--- src/rtl/control_sequencer_if.sv ---
// Control sequencer bus: command inputs, decoder opcode, and the strobe/status
// outputs fed back to the datapath.
interface control_sequencer_if #(
  parameter int CNT_W = 16
);
  logic             start;
  logic             clear;
  logic             stall;
  logic [6:0]       OPCODE;
  logic             pc_en;
  logic             ir_load;
  logic             alu_en;
  logic             rf_wr_en;
  logic             wr_sel;
  logic             busy;
  logic             halted;
  logic             illegal_op;
  logic [2:0]       state;
  logic [CNT_W-1:0] instr_count;

  // Controller / stimulus side
  modport master (
    output start, clear, stall, OPCODE,
    input  pc_en, ir_load, alu_en, rf_wr_en, wr_sel,
    input  busy, halted, illegal_op, state, instr_count
  );

  // Sequencer side
  modport slave (
    input  start, clear, stall, OPCODE,
    output pc_en, ir_load, alu_en, rf_wr_en, wr_sel,
    output busy, halted, illegal_op, state, instr_count
  );
endinterface

--- src/rtl/control_sequencer.sv ---
// Multi-cycle instruction sequencer: FETCH -> DECODE -> EXECUTE -> WRITEBACK,
// with stall freeze, sticky HALT/ERROR, and a saturating retire counter.
module control_sequencer #(
  parameter int CNT_W     = 16,
  parameter int MAX_INSTR = 0
) (
  input  logic                 clk,
  input  logic                 reset,
  control_sequencer_if.slave   bus
);

  typedef enum logic [2:0] {
    S_IDLE      = 3'd0,
    S_FETCH     = 3'd1,
    S_DECODE    = 3'd2,
    S_EXECUTE   = 3'd3,
    S_WRITEBACK = 3'd4,
    S_HALT      = 3'd5,
    S_ERROR     = 3'd6
  } state_t;

  localparam logic [CNT_W-1:0] CNT_MAX = '1;

  state_t           state_q, state_d;
  logic             wr_sel_q, wr_sel_d;
  logic [CNT_W-1:0] cnt_q, cnt_d;
  logic             last_retire;

  // Retire limit hit on this writeback (compared before saturation)
  assign last_retire = (MAX_INSTR != 0) &&
                       ((32'(cnt_q) + 32'd1) == 32'(MAX_INSTR));

  // State, write-select and counter registers; synchronous active-low reset
  always_ff @(posedge clk) begin
    if (!reset) begin
      state_q  <= S_IDLE;
      wr_sel_q <= 1'b0;
      cnt_q    <= '0;
    end else begin
      state_q  <= state_d;
      wr_sel_q <= wr_sel_d;
      cnt_q    <= cnt_d;
    end
  end

  // Next-state, opcode classification and retire counting; stall holds everything
  always_comb begin
    state_d  = state_q;
    wr_sel_d = wr_sel_q;
    cnt_d    = cnt_q;
    case (state_q)
      S_IDLE:    if (bus.start) state_d = S_FETCH;
      S_FETCH:   if (!bus.stall) state_d = S_DECODE;
      S_DECODE:
        if (!bus.stall) begin
          case (bus.OPCODE)
            7'b0110011,
            7'b0010011: begin wr_sel_d = 1'b0; state_d = S_EXECUTE; end
            7'b0110111: begin wr_sel_d = 1'b1; state_d = S_EXECUTE; end
            7'b1110011: state_d = S_HALT;
            default:    state_d = S_ERROR;
          endcase
        end
      S_EXECUTE: if (!bus.stall) state_d = S_WRITEBACK;
      S_WRITEBACK:
        if (!bus.stall) begin
          if (cnt_q != CNT_MAX) cnt_d = cnt_q + 1'b1;
          state_d = last_retire ? S_HALT : S_FETCH;
        end
      S_HALT, S_ERROR:
        if (bus.clear) begin
          state_d = S_IDLE;
          cnt_d   = '0;
        end
      default:   state_d = S_ERROR;
    endcase
  end

  // Strobes decode from the state register, gated off while stalled
  assign bus.ir_load    = (state_q == S_FETCH)     && !bus.stall;
  assign bus.alu_en     = (state_q == S_EXECUTE)   && !bus.stall;
  assign bus.rf_wr_en   = (state_q == S_WRITEBACK) && !bus.stall;
  assign bus.pc_en      = (state_q == S_WRITEBACK) && !bus.stall;
  assign bus.wr_sel     = wr_sel_q;
  assign bus.busy       = (state_q == S_FETCH)   || (state_q == S_DECODE) ||
                          (state_q == S_EXECUTE) || (state_q == S_WRITEBACK);
  assign bus.halted     = (state_q == S_HALT);
  assign bus.illegal_op = (state_q == S_ERROR);
  assign bus.state      = state_q;
  assign bus.instr_count = cnt_q;

endmodule
--- src/flat_wrapper.sv ---
// flat-port wrapper written by rule: the top's interface ports become plain ports
module control_sequencer_flat 
#(
  parameter int CNT_W     = 16,
  parameter int MAX_INSTR = 0
)
  (clk, reset, bus_start, bus_clear, bus_stall, bus_OPCODE, bus_pc_en, bus_ir_load, bus_alu_en, bus_rf_wr_en, bus_wr_sel, bus_busy, bus_halted, bus_illegal_op, bus_state, bus_instr_count);
  control_sequencer_if #(.CNT_W(CNT_W)) bus_i ();
  input  logic clk;
  input  logic reset;
  input wire logic [$bits(bus_i.start)-1:0] bus_start;
  input wire logic [$bits(bus_i.clear)-1:0] bus_clear;
  input wire logic [$bits(bus_i.stall)-1:0] bus_stall;
  input wire logic [$bits(bus_i.OPCODE)-1:0] bus_OPCODE;
  output wire logic [$bits(bus_i.pc_en)-1:0] bus_pc_en;
  output wire logic [$bits(bus_i.ir_load)-1:0] bus_ir_load;
  output wire logic [$bits(bus_i.alu_en)-1:0] bus_alu_en;
  output wire logic [$bits(bus_i.rf_wr_en)-1:0] bus_rf_wr_en;
  output wire logic [$bits(bus_i.wr_sel)-1:0] bus_wr_sel;
  output wire logic [$bits(bus_i.busy)-1:0] bus_busy;
  output wire logic [$bits(bus_i.halted)-1:0] bus_halted;
  output wire logic [$bits(bus_i.illegal_op)-1:0] bus_illegal_op;
  output wire logic [$bits(bus_i.state)-1:0] bus_state;
  output wire logic [$bits(bus_i.instr_count)-1:0] bus_instr_count;
  assign bus_i.start = bus_start;
  assign bus_i.clear = bus_clear;
  assign bus_i.stall = bus_stall;
  assign bus_i.OPCODE = bus_OPCODE;
  assign bus_pc_en = bus_i.pc_en;
  assign bus_ir_load = bus_i.ir_load;
  assign bus_alu_en = bus_i.alu_en;
  assign bus_rf_wr_en = bus_i.rf_wr_en;
  assign bus_wr_sel = bus_i.wr_sel;
  assign bus_busy = bus_i.busy;
  assign bus_halted = bus_i.halted;
  assign bus_illegal_op = bus_i.illegal_op;
  assign bus_state = bus_i.state;
  assign bus_instr_count = bus_i.instr_count;
  control_sequencer #(.CNT_W(CNT_W), .MAX_INSTR(MAX_INSTR)) u_core (.clk(clk), .reset(reset), .bus(bus_i));
endmodule
--- config.mk ---
export PLATFORM = sky130hd
export DESIGN_NAME = control_sequencer_flat
export DESIGN_NICKNAME = d
export VERILOG_FILES = /design/src/rtl/control_sequencer_if.sv /design/src/rtl/control_sequencer.sv /design/src/flat_wrapper.sv
export SDC_FILE = /design/constraint.sdc
export NUM_CORES = 1
export LEC_CHECK = 0
export CAP_MARGIN = 20
export CORE_MARGIN = 4
export CORE_UTILIZATION = 52
export CTS_BUF_LIST = sky130_fd_sc_hd__clkbuf_4
export DETAILED_ROUTE_END_ITERATION = 7
export GPL_TIMING_DRIVEN = 0
export PLACE_DENSITY = 0.95
export SYNTH_ARGS = -nofsm -noshare
export SYNTH_HDL_FRONTEND = slang
export SYNTH_SLANG_ARGS = --single-unit
--- constraint.sdc ---
create_clock -name clk -period 3.7 [get_ports clk]
set_clock_uncertainty 0.2 [all_clocks]
set_input_delay 0.74 -clock clk [delete_from_list [all_inputs] [get_ports clk]]
set_output_delay 0.74 -clock clk [all_outputs]
set_load 0.01 [all_outputs]
==> results.toml <==
[run_status]
outcome = "complete, no violations"

[timing]
min_period_ns = 3.326
slew_violations = 0
worst_slew_pin_slew_ns = 0.4926
finalCritPeriodShare = 0.8990
hold_violations = 0
finalSetupViolCount = 0
rsz0062_at_grt = "false"
holdWs_ns = 0.2926
fin_setup_tns_ns = 0
relSlewSlack = 0.6691
layout_setup_ws_ns = 0.3738
timing.fmax_ghz = 0.3006

[hold_path]
hold_depth = 2
hold_class = "reg2reg"

[die]
rows = 17
die_h_um = 58.29
die_w_um = 58.29
core-area_um2 = 2318
pin_count = 39
dieArea_um2 = 3397
initial_core_util = 0.5672

[placement]
dp_hpwl_um = 2769
dpl_worst_slack_ns = 0.3661
dpl_cell_area_um2 = 1730
port-buffer-count = 38
gp_congestion = 0.8954

[pwr]
power.leakage_nw = 0.5554
vdd_drop_max_mv = 0.2983
p_per_area_nw_per_um2 = 373.0

[cts]
cts_root_buffer = "clkbuf_4"
numCtsBuffers = 3
post_cts_buffers = 0
path_clk_slew_ns = 0.12
cts_buffer_depth = 2
clock_sinks = 20
ctsHtreeMaxLevel = 1
post_cts_resized = 0
cts_tree = "done"
ctsHoldBuffers = 0
clk_latency_ns = 0.31

[setup_path]
arrival_ns = 2.39
crit_fanout = 5
cp_slowest_stage_delay_ns = 0.52
start_kind = "primary input"
cpMostUsedCell = "clkdlybuf4s50_1"
endpoint_kind = "output port"
slowest_stage = "clkdlybuf4s50_1"
reg2reg_setup_slack_ns = 1.33
path_class = "in2out"
crit_chain = "clkdlybuf4s50_1, or2_4, nor3b_4, buf_4, clkdlybuf4s50_1"
reg2reg_depth = 7
cp.required_ns = 2.76

[global_routing]
grt_pass1_wl_um = 6092
antenna_found_initial = 0
first_global_vias = 1415
grt_max_degree = 12
globalRouteTotalUtil = 0.2277
gr-total-overflow = 0

[yosys]
synth-seq-cells = 20
netlist_top_cells_area = "dfxtp_1 30%, o221a_2 6.0%, o21ai_0 5.7%"
netlist.area_leader.share = 0.3045
syn_nets = 178
netlist_area_um2 = 1315
yosys_warnings = 0
yosysTopAreaCell = "dfxtp_1"
yosysUniqueCellTypes = 49
avgSynthCellArea_um2 = 7.970
seq_area_frac_synth = 0.3045
synthCells = 165

[drt]
routed_wl_um = 3703
drc_errors = 0
drtAntennaViolNets = 0
first_iter_violations = 62
vias_per_cell = 6.247
routedWlPerCell_um = 15.76
vias = 1468
first_pass_iters = 4

[job]
max_cap_violations = 0

[layout]
layout.nets = 221
fillCellCount = 159
diodes = 0
final_common_cell = "clkdlybuf4s50_1"
syn2layout_area_growth_pct = 33.59
drive_above_1_share = 0.1014
utilization = 0.7577
mostFrequentLayoutCells = "38 x clkdlybuf4s50_1, 20 x dfxtp_1, 17 x nor2_1"
postLayoutCellArea_um2 = 1757
-- cells by family after synthesis --
logic type | count (synthesis) | share of synthesized area
simple gates | 71 | 0.3140
buf+inv | 17 | 0.06850
compound gates | 54 | 0.2902
fa+ha+maj | 1 | 0.009513
xor+xnor | 2 | 0.01332
flops | 20 | 0.3045
-- cell usage after synthesis, drive strengths merged --
| cell type | count |
|---|---|
| dfxtp | 20 |
| o21ai | 18 |
| nor2 | 17 |
| nand2 | 13 |
| clkbuf | 9 |
| a31oi | 7 |
| o221a | 7 |
| a21oi | 6 |
| nor3 | 6 |
| a21boi | 5 |
| and2 | 4 |
| buf | 4 |
| inv | 4 |
| nand3 | 3 |
| nand4b | 3 |
| nor2b | 3 |
| nor3b | 3 |
| and3 | 2 |
| nand3b | 2 |
| nand4 | 2 |
| nor4b | 2 |
| o21a | 2 |
| o31ai | 2 |
| or2 | 2 |
| or4 | 2 |
| a21bo | 1 |
| a41oi | 1 |
| and4 | 1 |
| ha | 1 |
| nand2b | 1 |
| nand4bb | 1 |
| nor4 | 1 |
| o211ai | 1 |
| o221ai | 1 |
| o2bb2ai | 1 |
| o311ai | 1 |
| o31a | 1 |
| or3 | 1 |
| or3b | 1 |
| or4b | 1 |
| xnor2 | 1 |
| xor2 | 1 |
-- worst max-delay path, delay by kind of cell --
kind | cells | cell delay (ns)
buf+inv | 3 | 1.14
simple gates | 2 | 0.52
-- power by group --
part           switching (W)  internal (W)
Combinational       0.000154      0.000143
Sequential         0.0000163      0.000228
Clock              0.0000741     0.0000395
-- through the flow --
step / instances / power (W)
after floorplan: 165 / 0.0004337
after global placement: 231 / 0.0005349
final: 235 / 0.0006552
after CTS: 235 / 0.0006489
after global routing: 235 / 0.0006889
after detailed placement: 231 / 0.0005410
-- worst paths after layout --
kind                              from                         to
min                  u_core.bus.wr_sel          u_core.bus.wr_sel
max reg2reg  u_core.bus.instr_count[0]  u_core.bus.instr_count[1]
min reg2reg          u_core.bus.wr_sel          u_core.bus.wr_sel
max                          bus_stall               bus_rf_wr_en
-- cell type report --
type	count	area, µm²	share of cell area
Clock buffer	3	22.52	0.01282
Inverter	4	15.01	0.008547
Tap cell	28	35.03	0.01994
Sequential cell	20	400.4	0.2279
Buffer	13	75.07	0.04274
Clock inverter	1	3.754	0.002137
Multi-Input combinational cell	128	824.5	0.4694
Timing Repair Buffer	38	380.4	0.2165
-- metal layers --
layer / GRT usage / up-vias / share of wire
met1: 0.2654 / 677 / 0.41
met5: 0 / - / 0
li1: - / 704 / -
met2: 0.3828 / 79 / 0.50
met3: 0.06459 / 8 / 0.077
met4: 0.1026 / 0 / 0.012
-- flip-flops by register name (all words and copies together) (netlist names) --
register                flops
u_core.bus.wr_sel           1
u_core.bus.instr_count     16
u_core.bus.state            3
Power figures use the tool's default switching activity.
